**src/rtl/andrewm_uart_tx_scheduler.sv**
```systemverilog
// andrewm_uart_tx_scheduler: four-requester round-robin arbiter feeding a single 8N1 UART transmitter.
// Optional feature macro UART_TX_PARITY_EN adds an even-parity bit after the data bits (8E1 framing).
module andrewm_uart_tx_scheduler #(
    parameter int unsigned BAUD_DIV = 256
) (
    input  logic        clk,
    input  logic        reset,
    input  logic [3:0]  req_valid,
    input  logic [31:0] req_data,
    output logic [3:0]  req_ready,
    output logic        uart_tx,
    output logic        busy,
    output logic [1:0]  grant_id,
    output logic        frame_done
);

    typedef enum logic [2:0] {
        ST_IDLE   = 3'd0,
        ST_START  = 3'd1,
        ST_DATA   = 3'd2,
`ifdef UART_TX_PARITY_EN
        ST_PARITY = 3'd3,
`endif
        ST_STOP   = 3'd4
    } state_e;

    localparam logic [15:0] RELOAD = 16'(BAUD_DIV - 32'd1);

    state_e      state_q, state_d;
    logic [15:0] cnt_q, cnt_d;
    logic [2:0]  bit_q, bit_d;
    logic [7:0]  shift_q, shift_d;
    logic [1:0]  last_q, last_d;
    logic [1:0]  grant_q, grant_d;
    logic        tx_q, tx_d;
    logic [1:0]  win_s;
    logic        win_vld_s;
    logic [1:0]  cand_s;
`ifdef UART_TX_PARITY_EN
    logic        par_q, par_d;
`endif

    // Round-robin search starting one past the last granted requester.
    always_comb begin
        win_s     = 2'd0;
        win_vld_s = 1'b0;
        cand_s    = 2'd0;
        for (int k = 1; k <= 4; k++) begin
            cand_s = last_q + k[1:0];
            if (!win_vld_s && req_valid[cand_s]) begin
                win_s     = cand_s;
                win_vld_s = 1'b1;
            end
        end
    end

    // State register and datapath registers.
    always_ff @(posedge clk) begin
        if (reset) begin
            state_q <= ST_IDLE;
            cnt_q   <= 16'd0;
            bit_q   <= 3'd0;
            shift_q <= 8'd0;
            last_q  <= 2'd3;
            grant_q <= 2'd0;
            tx_q    <= 1'b1;
`ifdef UART_TX_PARITY_EN
            par_q   <= 1'b0;
`endif
        end else begin
            state_q <= state_d;
            cnt_q   <= cnt_d;
            bit_q   <= bit_d;
            shift_q <= shift_d;
            last_q  <= last_d;
            grant_q <= grant_d;
            tx_q    <= tx_d;
`ifdef UART_TX_PARITY_EN
            par_q   <= par_d;
`endif
        end
    end

    // Next-state logic: every line state lasts BAUD_DIV cycles via the down-counter.
    always_comb begin
        state_d = state_q;
        cnt_d   = cnt_q;
        bit_d   = bit_q;
        shift_d = shift_q;
        last_d  = last_q;
        grant_d = grant_q;
`ifdef UART_TX_PARITY_EN
        par_d   = par_q;
`endif
        case (state_q)
            ST_IDLE: begin
                if (win_vld_s) begin
                    state_d = ST_START;
                    cnt_d   = RELOAD;
                    bit_d   = 3'd0;
                    shift_d = req_data[{win_s, 3'b000} +: 8];
                    last_d  = win_s;
                    grant_d = win_s;
`ifdef UART_TX_PARITY_EN
                    par_d   = ^req_data[{win_s, 3'b000} +: 8];
`endif
                end else begin
                    state_d = ST_IDLE;
                end
            end
            ST_START: begin
                if (cnt_q == 16'd0) begin
                    state_d = ST_DATA;
                    cnt_d   = RELOAD;
                    bit_d   = 3'd0;
                end else begin
                    cnt_d = cnt_q - 16'd1;
                end
            end
            ST_DATA: begin
                if (cnt_q == 16'd0) begin
                    cnt_d = RELOAD;
                    if (bit_q == 3'd7) begin
`ifdef UART_TX_PARITY_EN
                        state_d = ST_PARITY;
`else
                        state_d = ST_STOP;
`endif
                    end else begin
                        bit_d   = bit_q + 3'd1;
                        shift_d = {1'b0, shift_q[7:1]};
                    end
                end else begin
                    cnt_d = cnt_q - 16'd1;
                end
            end
`ifdef UART_TX_PARITY_EN
            ST_PARITY: begin
                if (cnt_q == 16'd0) begin
                    state_d = ST_STOP;
                    cnt_d   = RELOAD;
                end else begin
                    cnt_d = cnt_q - 16'd1;
                end
            end
`endif
            ST_STOP: begin
                if (cnt_q == 16'd0) begin
                    state_d = ST_IDLE;
                    cnt_d   = 16'd0;
                end else begin
                    cnt_d = cnt_q - 16'd1;
                end
            end
            default: begin
                state_d = ST_IDLE;
                cnt_d   = 16'd0;
            end
        endcase
    end

    // Outputs; the line level is computed from the next state so uart_tx stays a flop.
    always_comb begin
        req_ready  = 4'b0000;
        busy       = (state_q != ST_IDLE);
        frame_done = (state_q == ST_STOP) && (cnt_q == 16'd0);
        if ((state_q == ST_IDLE) && win_vld_s && !reset) begin
            req_ready = 4'b0001 << win_s;
        end else begin
            req_ready = 4'b0000;
        end
        case (state_d)
            ST_IDLE:   tx_d = 1'b1;
            ST_START:  tx_d = 1'b0;
            ST_DATA:   tx_d = shift_d[0];
`ifdef UART_TX_PARITY_EN
            ST_PARITY: tx_d = par_d;
`endif
            ST_STOP:   tx_d = 1'b1;
            default:   tx_d = 1'b1;
        endcase
    end

    assign uart_tx  = tx_q;
    assign grant_id = grant_q;

endmodule
```
**config.mk**
```make
export PLATFORM = sky130hd
export DESIGN_NAME = andrewm_uart_tx_scheduler
export DESIGN_NICKNAME = d
export VERILOG_FILES = /design/src/rtl/andrewm_uart_tx_scheduler.sv
export SDC_FILE = /design/constraint.sdc
export NUM_CORES = 1
export LEC_CHECK = 0
export ABC_AREA = 1
export BUFFER_PORTS_ARGS = -buffer_cell sky130_fd_sc_hd__buf_2
export CORE_ASPECT_RATIO = 1.25
export CORE_UTILIZATION = 50
export DETAILED_ROUTE_END_ITERATION = 10
export HOLD_SLACK_MARGIN = 0.05
export PLACE_DENSITY = 0.73
export SLEW_MARGIN = 25
export SYNTH_ARGS = -nofsm -noshare
export SYNTH_HDL_FRONTEND = slang
export SYNTH_SLANG_ARGS = --single-unit
```
**constraint.sdc**
```tcl
create_clock -name clk -period 2 [get_ports clk]
set_input_delay 0.3 -clock clk [delete_from_list [all_inputs] [get_ports clk]]
set_output_delay 0.3 -clock clk [all_outputs]
set_load 0.05 [all_outputs]
```
======== Word level (Yosys, flattened, before mapping) ========
Cells that the tools add are included.
cells by class
  $add $sub $neg .......................... 5
  order comparisons ....................... 4
  eq/ne operators ......................... 10
  shifts and indexed selects .............. 2
  mux-type cells .......................... 37
  reduce and logical (&&, ||, !) cells .... 19
operator list
  kind                     number
  $mux W16                 3
  $pmux W16 S3             1
  $shiftx A32 B6 Y8        1
  $mux W3                  8
  $mux W8                  3
  $logic_not A16 Y1        1
  $pmux W8 S2              1
  $sub A16 B1 Y16 const B  1
  $lt A2 B3 Y1 const B     4
  $pmux W3 S4              1
  $mux W1                  9
  $pmux W3 S3              1
  $bmux W1 S2              4
  $mux W2                  4
  $ne A2 B2 Y1 const B     4
  $eq A3 B1 Y1 const B     2
  $eq A3 B2 Y1 const B     2
  $eq A3 B3 Y1 const B     2
  $logic_and A1 B1 Y1      6
  $reduce_bool A3 Y1       2
  $reduce_and A5 Y1        1
  $add A2 B2 Y2 const B    2
  $logic_not A1 Y1         4
  $mux W4                  1
  other kinds (9)          9
word-level totals
  register bits ........................... 35
  input port bits ......................... 38
  output and inout port bits .............. 9

======== Logic depth before layout (Yosys ltp) ========
Gate-level depths: netlist of the first run.
  word-level depth ........................ 17
  gate-level depth with buffers ........... 18

======== Worst setup path after synthesis of the first run ========
Ideal clock, no wire load.
  kind .................................... reg2out
  start ................................... register last_q[0]
  end ..................................... output port req_ready[2]
  arrival time ............................ 2.318 ns
  data required time ...................... 1.700 ns
  path slack .............................. -0.618 ns
  cell stages (with the launch flop) ...... 13
  path through ............................ dfxtp_1 buf_6 inv_6 nand2_1 nand3_1 nand2_1 inv_2 nor2_8 nand3_4 nand2_1 inv_1 nand2_1 nor3_1
on the way
  cells in the longest elaborated chain, start to end .. 16
  elaborated cells on any way between the ends .. 29
  classes of those cells .................. 3 x add/sub; 1 x shift; 17 x mux; 8 x reduce/logical
ends and longest elaborated chain
  what                               RTL line  RTL
  start, declared                    33        logic [1:0] last_q, last_d;
  start signal, assigned             75        last_q <= last_d;
  $add A2 B1 Y2                      49        cand_s = last_q + k[1:0];
  $bmux W1 S2                        50        if (!win_vld_s && req_valid[cand_s]) begin
  $mux W1 (implied by the code)      50
  $mux W1                            50
  $logic_not A1 Y1                   50
  $logic_and A1 B1 Y1                50
  $mux W1                            50
  $logic_not A1 Y1                   50
  $logic_and A1 B1 Y1                50
  $mux W1                            50
  $logic_not A1 Y1                   50
  $logic_and A1 B1 Y1                50
  $mux W1                            50
  $logic_and A1 B1 Y1 (2 in series)  167       if ((state_q == ST_IDLE) && win_vld_s && !reset) begin
  $mux W4 (*)                        167
  end, declared                      10        output logic [3:0] req_ready,
Mark *: on every way between the ends. The rest lies on a longest branch, timed or not. The select of a mux whose other input is x is not followed.

======== Worst setup path after layout of the first run ========
  start ................................... register last_q[0]
  end ..................................... output port req_ready[3]
Same word-level chain as after synthesis.

==> results.py, run 1 <==
metrics = {
    "drt": {
        "met1_length_microns": 2650,
        "dr.pass1.iters": 4,
        "drtIter0Drc": 125,
        "dr_wl_met2_microns": 3590,
        "num_vias": 2771,
        "drtAntennaViolNets": 0,
        "via_per_inst": 5.16,
        "drc_errors": 0,
        "routed.top_layer": "met4",
        "wl_per_cell_microns": 12.1,
        "wl_microns": 6510,
        "routed-wl-met3_microns": 159,
    },
    "sta": {
        "hold_slack_ns": 0.375,
        "rsz0062_at_grt": "true",
        "slew_viol_final": 0,
        "fin_crit_ns": 2.22,
        "hold_viol_final": 0,
        "fin_skew_ns": 0.0111,
        "worstMarginPinSlew_ns": 0.377,
        "fmax_mhz": 451,
        "finalWorstSetupSlack_ns": -0.218,
        "min_period_over_period": 1.11,
        "setup_viol": 32,
        "max_slew_margin": 0.747,
    },
    "worst_setup_path": {
        "max_stage_delay_ns": 0.36,
        "critPathTopFamily": "simple AND/OR/NAND/NOR gates",
        "worst-setup-path-type": "register to primary output",
        "cp_num_buf_inv": 4,
        "endpoint_kind": "primary output",
        "worstSetupStartpointType": "register",
        "path_cells": "buf_12, inv_8, nand2_1, nand2_2, nand2_2, nand2_4, nor2_8, nand3_4, nand2_4, inv_4, nand2_8, nor3_4, buf_6",
        "critPathSlowestCell": "dfxtp_4",
        "cp.arrival_ns": 1.92,
        "crit_fanout": 9,
        "crit_required_ns": 1.70,
    },
    "placement": {
        "port-buffer-count": 46,
        "placed_cell_area_sq_um": 3120,
        "gp_congestion": 0.880,
        "hpwl_microns": 4890,
        "place_inst": 516,
    },
    "floorplan": {
        "core_sq_um": 4800,
        "die_x_microns": 65.5,
        "die_area_sq_um": 5330,
        "rows": 28,
        "start_util": 0.526,
        "design.portCount": 47,
        "die_h_microns": 81.4,
    },
    "job": {
        "maxCapViolCount": 0,
    },
    "logic_synthesis": {
        "synth_area_leaders": "dfxtp_1 28%, nand2_1 17%, nor2_1 5.5%",
        "ys_top_cells_by_count": "117 x nand2_1, 37 x nor2_1, 36 x inv_1",
        "ys_seq_area_frac": 0.278,
        "synthCells": 382,
        "ys_seq_elements": 35,
        "syn-num-nets": 424,
        "ys.flop_type": "dfxtp_1",
        "synth_cell_types": 39,
        "synth.cell_area_sq_um": 2520,
        "synth.avg_cell_area_sq_um": 6.60,
        "synth_edf_count": 0,
        "yosys_warnings": 0,
        "post-synth-top-count-cell": "nand2_1",
        "yosysTopAreaCellShare": 0.278,
        "yosys.area.top_type": "dfxtp_1",
        "synth-async-reset-ratio": 0,
    },
    "clock_network": {
        "clock-sinks": 35,
        "clkTransAtPathRegs_ns": 0.08,
        "clk_path_buf_depth": 2,
        "ctsHoldBuffers": 0,
        "htree_levels": 2,
        "cts_buffers": 5,
        "clk_latency_ns": 0.30,
        "cts_root_buffer": "clkbuf_8",
        "cts_tree": "built",
    },
    "grt": {
        "antenna_found_initial": 0,
        "gr-total-overflow": 0,
        "grt_pass1_vias": 2613,
        "grt_max_degree": 23,
        "grt_usage": 0.255,
        "grt_pass1_wl_microns": 10800,
    },
    "power_and_ir_drop": {
        "combPwrFrac": 0.754,
        "peakVddDrop_v": 0.000681,
        "power.share.sequential": 0.159,
        "p_sw_frac": 0.515,
        "clkPwrFrac": 0.087,
        "power_uw": 6390,
        "p_leak_uw": 0.00174,
        "power.internal_uw": 3100,
        "power_density_nw_per_um2": 1820,
        "p_sw_uw": 3290,
    },
    "layout": {
        "final_util": 0.730,
        "drive_gt1_frac": 0.388,
        "postLayoutCellArea_sq_um": 3500,
        "layout.cells.non_filler": 537,
        "num-fill-cells": 404,
        "areaGrowthSynthToFinish_pct": 38.9,
        "n_antenna_cell": 0,
        "finalNetCount": 518,
    },
    "worst_hold_path": {
        "hold_path.class": "primary input to register",
    },
    "status": {
        "violations": "setup timing",
        "status": "finished with violations",
    },
}
-- routing by layer --
layer | global-route usage | vias up
met4 | 0.102 | 0
met2 | 0.505 | 47
met3 | 0.0319 | 11
li1 | - | 1430
met1 | 0.267 | 1283
met5 | 0 | -
-- tightest hold or removal path, delay by kind of cell --
family	cells	cell delay (ns)
AOI/OAI and AO/OA	1	0.11
buffers and inverters	1	0.08
and+or+nand+nor	3	0.16
-- worst paths after layout --
path | startpoint | cells after the start | slack [ns] | end
max | last_q[0] | 13 | -0.22 | req_ready[3]
min | req_data[12] | 5 | 0.37 | shift_q[4]
max reg2reg | last_q[0] | 16 | -0.16 | cnt_q[12]
min reg2reg | grant_id[1] | 2 | 0.48 | grant_id[1]
-- cells by family after synthesis --
kind of cell,after synthesis,synth area share
compound gates,65,0.156
xor+xnor,2,0.00695
fa+ha+maj,4,0.0198
buf+inv,54,0.0908
flops,35,0.278
simple gates,222,0.449
-- cell usage in the layout, fill, tap and decap left out, drive strengths merged --
cell type / n
dfxtp: 35
a21oi: 30
xnor2: 1
nand2: 134
clkinv: 3
a22oi: 7
xor2: 1
clkbuf: 7
nor3b: 1
and2: 1
o211a: 1
o21bai: 1
nor2: 44
inv: 47
buf: 91
nor3: 10
or2: 3
ha: 4
nand4: 10
o21ai: 18
nand3: 19
clkinvlp: 1
o211ai: 2
a31oi: 6
-- flip-flops by register name, indices dropped and copies added (netlist names) --
register,flops
bit_q,3
cnt_q,16
grant_id,2
last_q,2
shift_q,8
state_q,3
uart_tx,1
-- power by group through the flow --
stage / Sequential [uW] / Combinational [uW] / Clock (uW)
2_1_floorplan: 1070 / 3000 / 0
3_3_place_gp: 1000 / 4040 / 0
3_5_place_dp: 1010 / 4090 / 0
4_1_cts: 998 / 4660 / 561
5_1_grt: 1040 / 5270 / 601
6_report: 1020 / 4820 / 553
-- metrics by stage --
step | worst slack [ns] | setup TNS (ns)
floorplan | -0.00657 | -0.0101
global placement | -0.0000109 | -0.0000109
detailed placement | -0.0434 | -0.257
CTS | -0.207 | -1.40
global route | -0.297 | -6.06
finish | -0.218 | -2.89
-- layout make-up --
cell class,count,area (sq um),share of cell area
multi-input combinational,293,1740,0.497
sequential,35,708,0.202
timing repair buffer,92,669,0.191
inverter,48,205,0.0586
clock buffer,6,82.6,0.0236
tap,60,75.1,0.0214
clock inverter,2,16.3,0.00464
timing repair inverter,1,6.26,0.00179
-- repair_timing --
| action | in CTS | in global routing |
|---|---|---|
| cloned | 0 | 2 |
| buffers inserted | 10 | 1 |
| gates resized for setup | 31 | 19 |
| pin swaps | 6 | 9 |
| endpoints found under the setup margin | 14 | 33 |
(Power assumes the default switching activity.)
==> run 2, diff against run 1 <==
--- a/config.mk
+++ b/config.mk
@@ -9,7 +9,9 @@
 export BUFFER_PORTS_ARGS = -buffer_cell sky130_fd_sc_hd__buf_2
 export CORE_ASPECT_RATIO = 1.25
 export CORE_UTILIZATION = 50
+export CTS_CLUSTER_DIAMETER = 50
 export DETAILED_ROUTE_END_ITERATION = 10
+export GPL_TIMING_DRIVEN = 0
 export HOLD_SLACK_MARGIN = 0.05
 export PLACE_DENSITY = 0.73
 export SLEW_MARGIN = 25
==> run 2 against run 1 <==
  * The run still ends with setup timing left
  * Clock skew is 0.0017 ns lower
  * Register-to-register slack worse by 0.03 ns
  * Hold slack worse by 0.13 ns
  * Critical endpoint is now req_ready[2]
  * Cell count is 3.4% lower
  * Final area hardly changed
  * Wire length is 3.9% higher
  * Power is 4.2% higher
  * Largest cell class unchanged
  * Fmax is 0.58% lower
==> results.py, run 2 (synthesized netlist as in run 1, its figures left out) <==
metrics = {
    "drt": {
        "num_vias": 2719,
        "wl_microns": 6760,
        "drtIter0Drc": 118,
        "via_per_inst": 5.24,
        "wl_per_cell_microns": 13.0,
        "drtAntennaViolNets": 0,
        "dr.pass1.iters": 4,
        "drc_errors": 0,
    },
    "worst_setup_path": {
        "worst-setup-path-type": "register to primary output",
        "cp_num_buf_inv": 4,
        "crit_required_ns": 1.70,
        "cp.arrival_ns": 1.93,
        "endpoint_kind": "primary output",
        "crit_fanout": 10,
        "r2r-end": "cnt_q[15]",
        "path_cells": "buf_6, inv_8, nand2_2, nand2_2, nand2_2, nand2_4, nor2_8, nand3_4, inv_4, nor2_8, nor3_4, buf_6",
        "worstSetupStartpointType": "register",
        "reg2reg_from": "last_q[0]",
        "max_stage_delay_ns": 0.34,
        "critPathTopFamily": "simple AND/OR/NAND/NOR gates",
        "critPathSlowestCell": "dfxtp_2",
        "path_common_cell": "nand2_2",
        "reg2reg_slack_ns": -0.19,
        "rr_worst_depth": 17,
        "crit_start": "last_q[0]",
    },
    "floorplan": {
        "design.portCount": 47,
        "rows": 28,
        "die_x_microns": 65.5,
        "core_sq_um": 4800,
        "start_util": 0.526,
        "die_area_sq_um": 5330,
        "die_h_microns": 81.4,
    },
    "grt": {
        "grt_usage": 0.250,
        "antenna_found_initial": 0,
        "grt_pass1_vias": 2421,
        "gr-total-overflow": 0,
        "grt_pass1_wl_microns": 10400,
        "grt_max_degree": 12,
    },
    "power_and_ir_drop": {
        "clkPwrFrac": 0.095,
        "combPwrFrac": 0.751,
        "power_density_nw_per_um2": 1900,
        "power.internal_uw": 3200,
        "p_sw_uw": 3460,
        "p_leak_uw": 0.00168,
        "power_uw": 6660,
        "peakVddDrop_v": 0.000648,
        "power.share.sequential": 0.154,
        "p_sw_frac": 0.519,
    },
    "sta": {
        "max_slew_margin": 0.586,
        "fin_crit_ns": 2.23,
        "worstMarginPinSlew_ns": 0.621,
        "slew_viol_final": 0,
        "tns_ns": -2.80,
        "fin_skew_ns": 0.00941,
        "min_period_over_period": 1.12,
        "hold_viol_final": 0,
        "rsz0062_at_grt": "true",
        "fmax_mhz": 448,
        "setup_viol": 30,
        "finalWorstSetupSlack_ns": -0.231,
    },
    "layout": {
        "top_register": "cnt_q",
        "final_util": 0.730,
        "areaGrowthSynthToFinish_pct": 38.8,
        "n_antenna_cell": 0,
        "final_common_cell": "nand2_1",
        "layout_common_cells": "100 x nand2_1, 42 x buf_2, 34 x inv_1, 32 x dfxtp_1, 28 x nor2_1",
        "drive_gt1_frac": 0.388,
        "largest_reg_flops": 16,
        "finalNetCount": 501,
        "largestRegisters": "cnt_q (16), shift_q (8)",
    },
    "clock_network": {
        "clk_path_buf_depth": 2,
        "clock-sinks": 35,
        "clk_latency_ns": 0.29,
        "clkTransAtPathRegs_ns": 0.07,
        "cts_buffers": 5,
        "ctsHoldBuffers": 0,
        "htree_levels": 2,
        "cts_root_buffer": "clkbuf_8",
        "cts_tree": "built",
    },
    "worst_hold_path": {
        "whs_path_depth": 2,
        "whs_endpoint": "cnt_q[1]",
        "hold_path.class": "primary input to register",
        "hold_start": "reset",
    },
    "placement": {
        "post-place-ws_ns": -0.243,
        "gp_congestion": 0.823,
        "hpwl_microns": 4450,
        "port-buffer-count": 46,
    },
    "job": {
        "maxCapViolCount": 0,
    },
    "status": {
        "status": "finished with violations",
        "violations": "setup timing",
    },
}
==> run 2: repair_timing <==
item | CTS | global route
gates resized for setup | 49 | 38
setup endpoints to repair | 26 | 37
setup buffers | 15 | 8
gates cloned | 1 | 1
pin swaps | 21 | 18
==> run 2: layout make-up <==
type	instances	area (sq um)
Buffer	6	56.3
Multi-Input combinational cell	293	1850
Fill cell	377	1300
Tap cell	60	75.1
Clock inverter	2	37.5
Clock buffer	5	68.8
Timing Repair Buffer	70	495
Sequential cell	35	707
Inverter	48	213
==> run 2: power by group through the flow <==
stage | logic [uW] | clock network [uW] | registers [uW]
2_1_floorplan | 3000 | 0 | 1070
3_3_place_gp | 3640 | 0 | 1000
3_5_place_dp | 3680 | 0 | 1000
4_1_cts | 4450 | 639 | 1010
5_1_grt | 5410 | 667 | 1050
6_report | 5000 | 631 | 1030
==> run 2: how the worst max path moves through the flow <==
| stage | to | slack (ns) | cells after the start |
|---|---|---|---|
| final | req_ready[2] | -0.23 | 12 |
| after global routing | req_ready[2] | -0.34 | 12 |
| after CTS | req_ready[1] | -0.20 | 13 |
| after detailed placement | cnt_q[6] | -0.24 | 11 |
| after global placement | cnt_q[7] | -0.26 | 11 |
| after floorplan | req_ready[0] | -0.007 | 11 |
==> run 2: metal layers <==
metal	vias to the layer above	share of wire	track usage
met3	6	0.027	0.0389
met2	62	0.55	0.463
met1	1259	0.41	0.279
met5	-	0	0
met4	0	0.0098	0.107
li1	1392	-	-
==> run 2: metrics by stage <==
step | area [sq um] | cells | hold slack, ns
2_1_floorplan | 2570 | 382 | 0.369
3_3_place_gp | 2880 | 488 | 0.457
3_5_place_dp | 2880 | 488 | 0.461
4_1_cts | 3270 | 511 | 0.246
5_1_grt | 3500 | 519 | 0.260
6_report | 3500 | 519 | 0.245
==> run 3, diff against run 2 <==
--- a/config.mk
+++ b/config.mk
@@ -13,8 +13,8 @@
 export DETAILED_ROUTE_END_ITERATION = 10
 export GPL_TIMING_DRIVEN = 0
 export HOLD_SLACK_MARGIN = 0.05
-export PLACE_DENSITY = 0.73
-export SLEW_MARGIN = 25
+export PLACE_DENSITY = 0.79
+export SLEW_MARGIN = 10
 export SYNTH_ARGS = -nofsm -noshare
 export SYNTH_HDL_FRONTEND = slang
 export SYNTH_SLANG_ARGS = --single-unit
==> run 3 against run 2 <==
  * The run still ends with setup timing left
  * Setup slack worse by 0.092 ns
  * Global-route usage up 1.1 points
  * Via count up 1.8%
  * Hold slack worse by 0.022 ns
  * Clock power down 11%
  * Wire length up 6.1%
  * First-iteration DRC count up 10%
  * Power down 0.26%
==> results.py, run 3 (synthesized netlist as in run 1, its figures left out) <==
metrics = {
    "status": {
        "status": "finished with violations",
        "violations": "setup timing",
    },
    "worst_setup_path": {
        "cp.arrival_ns": 2.02,
        "crit_fanout": 10,
        "rr_worst_depth": 17,
        "crit_required_ns": 1.70,
        "reg2reg_slack_ns": -0.23,
        "reg2reg_from": "last_q[0]",
        "max_stage_delay_ns": 0.34,
        "worstSetupStartpointType": "register",
        "critPathSlowestCell": "dfxtp_2",
        "worst-setup-path-type": "register to primary output",
        "path_cells": "buf_6, inv_8, nand2_4, nand3_2, nand2_2, inv_2, nor2_8, nand3_4, nand3_4, nand2_4, nor2_2, buf_6",
        "endpoint_kind": "primary output",
        "r2r-end": "cnt_q[15]",
    },
    "placement": {
        "port-buffer-count": 46,
        "placed_cell_area_sq_um": 2880,
        "post-place-ws_ns": -0.200,
        "hpwl_microns": 4410,
        "gp_congestion": 0.828,
        "place_inst": 488,
    },
    "power_and_ir_drop": {
        "p_leak_uw": 0.00171,
        "peakVddDrop_v": 0.000738,
        "power_uw": 6640,
        "power_density_nw_per_um2": 1890,
    },
    "layout": {
        "final_util": 0.732,
        "finalNetCount": 506,
        "n_antenna_cell": 0,
        "layout.cells.non_filler": 525,
        "areaGrowthSynthToFinish_pct": 39.2,
        "top_register": "cnt_q",
        "layout_common_cells": "97 x nand2_1, 42 x buf_2, 32 x inv_1, 31 x dfxtp_1, 27 x nor2_1",
        "drive_gt1_frac": 0.413,
        "largestRegisters": "cnt_q (16), shift_q (8)",
        "final_common_cell": "nand2_1",
        "postLayoutCellArea_sq_um": 3510,
        "largest_reg_flops": 16,
    },
    "grt": {
        "grt_usage": 0.260,
        "antenna_found_initial": 0,
        "grt_max_degree": 11,
        "gr-total-overflow": 0,
        "grt_pass1_vias": 2591,
        "grt_pass1_wl_microns": 10900,
    },
    "clock_network": {
        "cts_root_buffer": "clkbuf_8",
        "clkTransAtPathRegs_ns": 0.07,
        "cts_tree": "built",
        "cts_buffers": 5,
        "clock-sinks": 35,
        "htree_levels": 2,
        "clk_path_buf_depth": 2,
        "clk_latency_ns": 0.29,
    },
    "worst_hold_path": {
        "whs_endpoint": "cnt_q[0]",
        "hold_start": "reset",
        "hold_path.class": "primary input to register",
        "whs_path_depth": 2,
    },
    "sta": {
        "finalWorstSetupSlack_ns": -0.323,
        "fin_skew_ns": 0.00397,
        "min_period_over_period": 1.16,
        "worstMarginPinSlew_ns": 0.640,
        "rsz0062_at_grt": "true",
        "max_slew_margin": 0.573,
        "fmax_mhz": 431,
        "hold_viol_final": 0,
        "fin_crit_ns": 2.32,
        "slew_viol_final": 0,
        "setup_viol": 32,
    },
    "drt": {
        "drc_errors": 0,
        "drtAntennaViolNets": 0,
        "wl_per_cell_microns": 13.7,
        "via_per_inst": 5.27,
        "dr.pass1.iters": 4,
        "drtIter0Drc": 130,
        "wl_microns": 7170,
        "num_vias": 2769,
    },
    "floorplan": {
        "die_area_sq_um": 5330,
        "start_util": 0.526,
        "die_h_microns": 81.4,
        "die_x_microns": 65.5,
        "rows": 28,
        "core_sq_um": 4800,
        "design.portCount": 47,
    },
    "job": {
        "maxCapViolCount": 0,
    },
}
-- run 3: power by group --
| group | switching [uW] | total (uW) | internal [uW] |
|---|---|---|---|
| combinational | 3130 | 5050 | 1920 |
| clock | 248 | 562 | 314 |
| sequential | 141 | 1020 | 883 |
-- run 3: critical path, delay by kind of cell, from the launching register on --
kind                   cells  cell delay (ns)
AND/OR/NAND/NOR            8             0.93
buffers and inverters      4             0.45
flip-flops                 1             0.34
-- run 3: how the worst max path moves through the flow --
stage	startpoint	end
floorplan	last_q[0]	req_ready[0]
global placement	cnt_q[0]	cnt_q[6]
detailed placement	cnt_q[0]	cnt_q[7]
CTS	last_q[0]	req_ready[2]
global route	last_q[0]	req_ready[0]
finish	last_q[0]	req_ready[0]
-- run 3: repair_timing --
item / in CTS / in global routing
buffers inserted: 14 / 14
gates cloned: 1 / 0
setup endpoints to repair: 26 / 36
pin swaps: 13 / 18
hold buffers: 0 / 0
gates resized for setup: 42 / 58
hold endpoints to repair: 0 / 0
-- run 3: cell type report --
class	count	area, sq um
fill	355	1290
sequential	35	711
clock buffer	8	100
tap	60	75.1
timing repair buffer	75	495
buffer	6	48.8
inverter	48	211
multi-input combinational	293	1870
-- run 3: through the flow --
step	hold slack, ns	setup TNS [ns]
finish	0.223	-4.82
global route	0.219	-7.70
CTS	0.230	-0.928
detailed placement	0.466	-2.34
global placement	0.457	-2.31
floorplan	0.369	-0.0101
-- run 3: metal layers --
layer / GRT usage / up-vias / routed length [microns]
met2: 0.496 / 71 / 3860
met3: 0.0431 / 19 / 245
met1: 0.280 / 1276 / 2880
li1: - / 1403 / -
met5: 0 / - / 0
met4: 0.107 / 0 / 183
